File: config.mk
export PLATFORM = sky130hd
export DESIGN_NAME = seven_seg_scan
export DESIGN_NICKNAME = d
export VERILOG_FILES = /design/src/rtl/seven_seg_pkg.sv /design/src/rtl/seven_seg_decode.sv /design/src/rtl/seven_seg_scan.sv
export SDC_FILE = /design/constraint.sdc
export NUM_CORES = 1
export LEC_CHECK = 0
export CORE_MARGIN = 3
export CORE_UTILIZATION = 53
export DETAILED_ROUTE_END_ITERATION = 8
export GPL_TIMING_DRIVEN = 0
export PLACE_DENSITY_LB_ADDON = 0.25
export SLEW_MARGIN = 15
export SYNTH_ARGS = -nofsm -noshare
export SYNTH_HDL_FRONTEND = slang
export SYNTH_HIERARCHICAL = 1
export SYNTH_SLANG_ARGS = --single-unit
File: constraint.sdc
create_clock -name clk_10MHz -period 4.74 [get_ports clk_10MHz]
set_input_delay 0.474 -clock clk_10MHz [delete_from_list [all_inputs] [get_ports clk_10MHz]]
set_output_delay 0.474 -clock clk_10MHz [all_outputs]
set_load 0.01 [all_outputs]
File: src/rtl/seven_seg_pkg.sv
// Shared glyph constants and slot-phase type for the multiplexed seven-segment scanner.
package seven_seg_pkg;

  // Active-low cathode patterns, bit order {g,f,e,d,c,b,a}.
  localparam logic [6:0] SEG_0     = 7'h40;
  localparam logic [6:0] SEG_1     = 7'h79;
  localparam logic [6:0] SEG_2     = 7'h24;
  localparam logic [6:0] SEG_3     = 7'h30;
  localparam logic [6:0] SEG_4     = 7'h19;
  localparam logic [6:0] SEG_5     = 7'h12;
  localparam logic [6:0] SEG_6     = 7'h02;
  localparam logic [6:0] SEG_7     = 7'h78;
  localparam logic [6:0] SEG_8     = 7'h00;
  localparam logic [6:0] SEG_9     = 7'h10;
  localparam logic [6:0] SEG_A     = 7'h08;
  localparam logic [6:0] SEG_B     = 7'h03;
  localparam logic [6:0] SEG_C     = 7'h46;
  localparam logic [6:0] SEG_D     = 7'h21;
  localparam logic [6:0] SEG_E     = 7'h06;
  localparam logic [6:0] SEG_F     = 7'h0E;
  localparam logic [6:0] SEG_BLANK = 7'h7F;

  typedef enum logic [1:0] {
    BLANK = 2'd0,
    ON    = 2'd1,
    OFF   = 2'd2
  } slot_phase_e;

endpackage

File: src/rtl/seven_seg_decode.sv
// Combinational hex nibble to active-low seven-segment pattern.
module seven_seg_decode (
  input  logic [3:0] nibble,
  output logic [6:0] seg_code
);
  import seven_seg_pkg::*;

  // Glyph lookup
  always_comb begin
    case (nibble)
      4'h0:    seg_code = SEG_0;
      4'h1:    seg_code = SEG_1;
      4'h2:    seg_code = SEG_2;
      4'h3:    seg_code = SEG_3;
      4'h4:    seg_code = SEG_4;
      4'h5:    seg_code = SEG_5;
      4'h6:    seg_code = SEG_6;
      4'h7:    seg_code = SEG_7;
      4'h8:    seg_code = SEG_8;
      4'h9:    seg_code = SEG_9;
      4'hA:    seg_code = SEG_A;
      4'hB:    seg_code = SEG_B;
      4'hC:    seg_code = SEG_C;
      4'hD:    seg_code = SEG_D;
      4'hE:    seg_code = SEG_E;
      4'hF:    seg_code = SEG_F;
      default: seg_code = SEG_BLANK;
    endcase
  end

endmodule

File: src/rtl/seven_seg_scan.sv
// Multiplexed N-digit common-anode hex display driver with double-buffered loading,
// anti-ghost blanking, 16-level brightness PWM and leading-zero suppression.
module seven_seg_scan #(
  parameter int NUM_DIGITS    = 4,
  parameter int REFRESH_COUNT = 32768,
  parameter int BLANK_CYCLES  = 256,
  parameter int LZ_SUPPRESS   = 1
) (
  input  logic                    clk_10MHz,
  input  logic                    reset_n,
  input  logic [4*NUM_DIGITS-1:0] digits,
  input  logic [NUM_DIGITS-1:0]   dp_in,
  input  logic                    load,
  input  logic [3:0]              brightness,
  input  logic                    blank_in,
  output logic [6:0]              seg,
  output logic                    dp,
  output logic [NUM_DIGITS-1:0]   an,
  output logic                    frame_done
);
  import seven_seg_pkg::*;

  localparam int DW      = 4 * NUM_DIGITS;
  localparam int ON_UNIT = (REFRESH_COUNT - BLANK_CYCLES) / 16;
  localparam int CNT_W   = (REFRESH_COUNT > 1) ? $clog2(REFRESH_COUNT) : 1;
  localparam int IDX_W   = (NUM_DIGITS > 1) ? $clog2(NUM_DIGITS) : 1;

  localparam logic [CNT_W-1:0] CNT_MAX   = CNT_W'(REFRESH_COUNT - 1);
  localparam logic [IDX_W-1:0] IDX_MAX   = IDX_W'(NUM_DIGITS - 1);
  // One extra bit: the end of the ON window can equal REFRESH_COUNT itself.
  localparam logic [CNT_W:0]   BLANK_END = (CNT_W+1)'(BLANK_CYCLES);
  localparam logic [CNT_W:0]   ON_STEP   = (CNT_W+1)'(ON_UNIT);

  logic [CNT_W-1:0]      cnt_r;
  logic [CNT_W-1:0]      cnt_next_s;
  logic [IDX_W-1:0]      idx_r;
  logic [IDX_W-1:0]      idx_next_s;
  logic                  cnt_wrap_s;
  logic                  boundary_s;
  logic                  fd_next_s;

  logic [DW-1:0]         pend_digits_r;
  logic [NUM_DIGITS-1:0] pend_dp_r;
  logic                  pend_flag_r;
  logic [DW-1:0]         shd_digits_r;
  logic [NUM_DIGITS-1:0] shd_dp_r;

  logic [CNT_W:0]        on_end_s;
  slot_phase_e           phase_s;
  logic                  an_on_s;
  logic [3:0]            nib_s;
  logic                  dp_sel_s;
  logic                  upper_nz_s;
  logic                  suppress_s;
  logic [6:0]            glyph_s;
  logic [6:0]            seg_next_s;
  logic [NUM_DIGITS-1:0] an_next_s;

  logic [6:0]            seg_r;
  logic                  dp_r;
  logic [NUM_DIGITS-1:0] an_r;
  logic                  fd_r;

  assign seg        = seg_r;
  assign dp         = dp_r;
  assign an         = an_r;
  assign frame_done = fd_r;

  // Slot counter / digit index successor and frame boundary detection
  always_comb begin
    cnt_wrap_s = (cnt_r == CNT_MAX);
    boundary_s = cnt_wrap_s && (idx_r == IDX_MAX);
    if (cnt_wrap_s) begin
      cnt_next_s = '0;
      if (idx_r == IDX_MAX) begin
        idx_next_s = '0;
      end else begin
        idx_next_s = idx_r + IDX_W'(1'b1);
      end
    end else begin
      cnt_next_s = cnt_r + CNT_W'(1'b1);
      idx_next_s = idx_r;
    end
    // frame_done is registered but must coincide with the boundary state itself.
    fd_next_s = (cnt_next_s == CNT_MAX) && (idx_next_s == IDX_MAX);
  end

  // Slot counter, digit index and frame_done pulse
  always_ff @(posedge clk_10MHz) begin
    if (!reset_n) begin
      cnt_r <= '0;
      idx_r <= '0;
      fd_r  <= 1'b0;
    end else begin
      cnt_r <= cnt_next_s;
      idx_r <= idx_next_s;
      fd_r  <= fd_next_s;
    end
  end

  // Pending/shadow double buffer; the shadow only moves on a frame boundary
  always_ff @(posedge clk_10MHz) begin
    if (!reset_n) begin
      pend_digits_r <= '0;
      pend_dp_r     <= '0;
      pend_flag_r   <= 1'b0;
      shd_digits_r  <= '0;
      shd_dp_r      <= '0;
    end else if (boundary_s) begin
      if (load) begin
        shd_digits_r <= digits;
        shd_dp_r     <= dp_in;
      end else if (pend_flag_r) begin
        shd_digits_r <= pend_digits_r;
        shd_dp_r     <= pend_dp_r;
      end else begin
        shd_digits_r <= shd_digits_r;
        shd_dp_r     <= shd_dp_r;
      end
      pend_flag_r <= 1'b0;
    end else if (load) begin
      pend_digits_r <= digits;
      pend_dp_r     <= dp_in;
      pend_flag_r   <= 1'b1;
    end else begin
      pend_flag_r <= pend_flag_r;
    end
  end

  // Select the active digit's nibble/dp and detect nonzero digits at or above it
  always_comb begin
    nib_s      = 4'h0;
    dp_sel_s   = 1'b0;
    upper_nz_s = 1'b0;
    for (int i = 0; i < NUM_DIGITS; i++) begin
      nib_s      = nib_s | (shd_digits_r[4*i +: 4] & {4{idx_r == IDX_W'(i)}});
      dp_sel_s   = dp_sel_s | (shd_dp_r[i] & (idx_r == IDX_W'(i)));
      upper_nz_s = upper_nz_s | ((IDX_W'(i) >= idx_r) && (|shd_digits_r[4*i +: 4]));
    end
    suppress_s = (LZ_SUPPRESS != 0) && (idx_r != '0) && !upper_nz_s;
  end

  seven_seg_decode u_decode (
    .nibble   (nib_s),
    .seg_code (glyph_s)
  );

  // Slot phase, anode pattern and segment pattern for the next output register
  always_comb begin
    on_end_s = BLANK_END + ON_STEP * ((CNT_W+1)'(brightness) + (CNT_W+1)'(1'b1));
    if ({1'b0, cnt_r} < BLANK_END) begin
      phase_s = BLANK;
    end else if ({1'b0, cnt_r} < on_end_s) begin
      phase_s = ON;
    end else begin
      phase_s = OFF;
    end
    case (phase_s)
      ON:      an_on_s = !blank_in;
      default: an_on_s = 1'b0;
    endcase
    an_next_s = '1;
    for (int i = 0; i < NUM_DIGITS; i++) begin
      an_next_s[i] = !(an_on_s && (idx_r == IDX_W'(i)));
    end
    seg_next_s = suppress_s ? SEG_BLANK : glyph_s;
  end

  // Registered pin drivers
  always_ff @(posedge clk_10MHz) begin
    if (!reset_n) begin
      an_r  <= '1;
      seg_r <= SEG_BLANK;
      dp_r  <= 1'b1;
    end else begin
      an_r  <= an_next_s;
      seg_r <= seg_next_s;
      dp_r  <= ~dp_sel_s;
    end
  end

endmodule

==> results of run 1 <==
Yosys cell counts, drive strengths merged, types with 2 or more instances:
cell / number / share of area
a2111oi: 2 / 0.0037
a211o: 2 / 0.0037
a211oi: 2 / 0.0032
a21boi: 22 / 0.035
a21o: 3 / 0.0048
a21oi: 9 / 0.0096
a22o: 5 / 0.0094
a22oi: 8 / 0.013
a31oi: 3 / 0.0040
and2: 5 / 0.0067
and3: 2 / 0.0027
and4: 4 / 0.0075
buf: 12 / 0.014
clkbuf: 12 / 0.0096
dfxtp: 71 / 0.30
fa: 11 / 0.047
ha: 48 / 0.13
inv: 32 / 0.026
mux2: 2 / 0.0048
mux2i: 24 / 0.051
nand2: 62 / 0.050
nand3: 30 / 0.033
nand3b: 3 / 0.0048
nand4: 9 / 0.015
nand4b: 2 / 0.0037
nor2: 31 / 0.025
nor2b: 4 / 0.0053
nor3: 3 / 0.0056
nor3b: 2 / 0.0032
nor4: 4 / 0.0053
o211a: 20 / 0.043
o211ai: 2 / 0.0032
o21a: 2 / 0.0032
o21ai: 11 / 0.012
or2: 8 / 0.011
or4: 2 / 0.0032
xnor2: 14 / 0.026
xor2: 13 / 0.024
critical path, cell delays in order:
cell                        delay [ns]
sky130_fd_sc_hd__buf_12           0.10
sky130_fd_sc_hd__ha_4             0.18
sky130_fd_sc_hd__and3_4           0.21
sky130_fd_sc_hd__inv_4            0.04
sky130_fd_sc_hd__fa_2             0.58
sky130_fd_sc_hd__inv_4            0.06
sky130_fd_sc_hd__fa_1             0.50
sky130_fd_sc_hd__fa_1             0.51
sky130_fd_sc_hd__inv_2            0.05
sky130_fd_sc_hd__ha_4             0.26
sky130_fd_sc_hd__a211oi_4         0.23
sky130_fd_sc_hd__nor2_2           0.07
sky130_fd_sc_hd__xor2_2           0.19
sky130_fd_sc_hd__nand3b_1         0.13
sky130_fd_sc_hd__nand4bb_1        0.23
sky130_fd_sc_hd__xnor2_1          0.15
sky130_fd_sc_hd__ha_2             0.21
sky130_fd_sc_hd__a2111oi_4        0.29
sky130_fd_sc_hd__a31oi_2          0.15
sky130_fd_sc_hd__nand4b_1         0.18
sky130_fd_sc_hd__nand4_1          0.10
how the worst max path moves through the flow:
stage	end	slack (ns)	cells after the start
after floorplan	an[2]$_SDFF_PN1_	0.04	20
after global placement	an[2]$_SDFF_PN1_	-1.44	21
after detailed placement	an[2]$_SDFF_PN1_	-1.55	21
after CTS	an[2]$_SDFF_PN1_	0.009	20
after global routing	an[2]$_SDFF_PN1_	-0.15	21
final	an[1]$_SDFF_PN1_	0.05	21
layer usage:
| layer | vias to the layer above | share of wire | track usage |
|---|---|---|---|
| met5 | - | 0 | 0 |
| met4 | 0 | 0.015 | 0.0578 |
| met3 | 18 | 0.047 | 0.0459 |
| met2 | 91 | 0.49 | 0.374 |
| met1 | 1846 | 0.45 | 0.270 |
| li1 | 1958 | - | - |
cell type report:
cell class              count  area share
flip-flops and latches     71       0.245
clock buffers              10      0.0220
repair buffers             55      0.0935
inverters                  32      0.0216
plain buffers              24      0.0187
multi-input cells         391       0.561
clock inverters             6      0.0162
well taps                 105      0.0226
cells by family (layout without fill, tap and decap cells):
logic type      Yosys count  count (layout)  synth area share
simple gates            179             179             0.197
compound gates           99              99             0.162
flops                    71              71             0.304
fa+ha+maj                59              59             0.175
buf+inv                  56             127            0.0489
xor+xnor                 27              27            0.0505
mux                      27              27            0.0618
metrics by stage:
| stage | hold slack [ns] | area [sq um] |
|---|---|---|
| global placement | 0.450 | 5280 |
| floorplan | 0.441 | 4760 |
| global route | 0.492 | 5810 |
| detailed placement | 0.458 | 5280 |
| CTS | 0.470 | 5640 |
| finish | 0.469 | 5810 |
where the power goes:
part / total (mW) / internal, mW / switching (mW)
registers: 0.618 / 0.611 / 0.00720
clock network: 0.541 / 0.300 / 0.241
logic: 1.02 / 0.510 / 0.513
total: 2.18 / 1.42 / 0.761
sequential cells by signal, indices dropped and copies added, names as in the netlist:
signal and cells:
pend_digits_r 16, shd_digits_r 16, cnt_r 15, seg 7, an 4, pend_dp_r 4
shd_dp_r 4, idx_r 2, dp 1, frame_done 1, pend_flag_r 1
what timing repair did:
action / in CTS / in global routing
hold buffers: 0 / 0
buffers inserted: 5 / 11
pin swaps: 13 / 20
setup endpoints to repair: 4 / 4
gates resized for setup: 36 / 26
==> impl_metrics.tcl, run 1 <==
set metrics [dict create \
    placement_rows 33 \
    period_utilization_post_route 0.989 \
    route.final.wire_length_um 10500 \
    routed_wire_length_per_instance_um 15.1 \
    globalRouteOverflowTotal 0 \
    mostFrequentLayoutCells "71 x sky130_fd_sc_hd__dfxtp_1, 62 x sky130_fd_sc_hd__nand2_1, 41 x sky130_fd_sc_hd__ha_1" \
    worst_pin_slew_ns 0.998 \
    drive_gt1_frac 0.161 \
    grt_setup_unrepaired "yes" \
    synthArstFlopShare 0 \
    worst_setup_path_startpoint "brightness[0]" \
    number_of_fillers_in_the_final_layout 624 \
    cap_viol_max_count 0 \
    r2r_start "idx_r[1]$_SDFF_PN0_" \
    worstReg2RegEnd "seg[3]$_SDFF_PP1_" \
    worst-path-max-fanout 5 \
    slew-limit-headroom 0.326 \
    detail_route.first_pass.iterations 4 \
    netlist-cell-type-count 61 \
    via_count 3913 \
    hold_violations 0 \
    groute.usage.overall 0.215 \
    ys_seq_area_frac 0.304 \
    floorplan.core_area_sq_um 8380 \
    min-delay-path-class "flip-flop to flip-flop" \
    final_core_utilization 0.693 \
    timing.setup.critical_path_class "primary input to flip-flop" \
    design.final.nets 671 \
    grt_start_max_net_pins 14 \
    placement.io_buffers 39 \
    finalSetupViolations 0 \
    finalWeightedCongestion 0.871 \
    status "finished, final reports clean" \
    residual_antenna_violating_net_count_after_detailed_routing 0 \
    worstSetupEndpointType "flip-flop" \
    cts_inserted_buffers 9 \
    remaining_drc_errors 0 \
    syn_area_sq_um 4680 \
    fin_setup_tns_ns 0 \
    yosys_register_bits 71 \
    startpoint_type "primary input" \
    antenna-diode-count 0 \
    highest_achievable_clock_rate_ghz 0.213 \
    drv_slew 0 \
    worst_ir_drop_vdd_v 0.000316 \
    initial_utilization 0.558 \
    clk_transition_reported_paths_ns 0.08 \
    crit_required_ns 4.95 \
    io_pins 41 \
    grt_pass1_wl_um 17600 \
    seqCellArea_sq_um 1420 \
    overall_die_area_sq_um 9990 \
    postSynthCellCount 518 \
    post-place-cells 662 \
    fp.dieH_um 100 \
    synth_ff_type "sky130_fd_sc_hd__dfxtp_1" \
    critPathArrivalTime_ns 4.90 \
    reg2reg_depth 9 \
    fp.dieW_um 100 \
    clockBufferDepth 2 \
    vias_per_cell 5.64 \
    antenna_found_initial 0 \
    p_leak_nw 2.69 \
    holdCritStartpoint "pend_digits_r[10]$_SDFFE_PN0P_" \
    drt_iter0_drcs 155 \
    tritoncts "built" \
    holdPathStages 2 \
    clk_lat_worst_skew_ns 0.35 \
    dp_worst_setup_slack_ns -1.55 \
    edff_count_synth 0 \
    final_critical_period_ns 4.69 \
    layout-area-overhead-vs-synth_pct 24.1 \
    timing.clock.skew_ns 0.00699 \
    ff2ff_setup_slack_ns 2.00 \
    finalNonFillerCells 694 \
    power.total_mw 2.18 \
    synth_nets 605 \
    grt_pass1_vias 3869 \
    h_tree_level_count 3 \
    power_per_cell_area_nw_per_um2 376 \
    hold_end "pend_digits_r[10]$_SDFFE_PN0P_" \
    estimated_wirelength_of_the_detail_placed_design_um 7700 \
    synthesis.area_per_instance_sq_um 9.03 \
    clkSinkCount 71 \
    fin_worst_setup_slack_ns 0.0545 \
    multi_input_area_sq_um 3250 \
    most_frequent_standard_cell_in_the_layout_excluding_fill_and_tap_cells "sky130_fd_sc_hd__dfxtp_1" \
    clockRootBuffer "sky130_fd_sc_hd__clkbuf_8" \
    synthesis.yosys.warnings 6 \
]
No activity file was read; power rests on OpenSTA's default activity.
==> run 2, diff against run 1 <==
--- a/config.mk
+++ b/config.mk
@@ -5,12 +5,13 @@
 export SDC_FILE = /design/constraint.sdc
 export NUM_CORES = 1
 export LEC_CHECK = 0
+export CAP_MARGIN = 5
 export CORE_MARGIN = 3
 export CORE_UTILIZATION = 53
 export DETAILED_ROUTE_END_ITERATION = 8
 export GPL_TIMING_DRIVEN = 0
+export HOLD_SLACK_MARGIN = 0.05
 export PLACE_DENSITY_LB_ADDON = 0.25
-export SLEW_MARGIN = 15
 export SYNTH_ARGS = -nofsm -noshare
 export SYNTH_HDL_FRONTEND = slang
 export SYNTH_HIERARCHICAL = 1
==> results of run 2 <==
Same layout as run 1: the final DEF is identical, and so are final timing and power.
==> run 3, diff against run 2 <==
==> constraint.sdc (replaced) <==
create_clock -name clk_10MHz -period 4.74 [get_ports clk_10MHz]
set_input_delay 0.474 -clock clk_10MHz [delete_from_list [all_inputs] [get_ports clk_10MHz]]
set_output_delay 0.474 -clock clk_10MHz [all_outputs]
set_load 0.02 [all_outputs]
==> results of run 3 <==
Same layout as run 1 (identical final DEF). Status: finished, final reports clean.
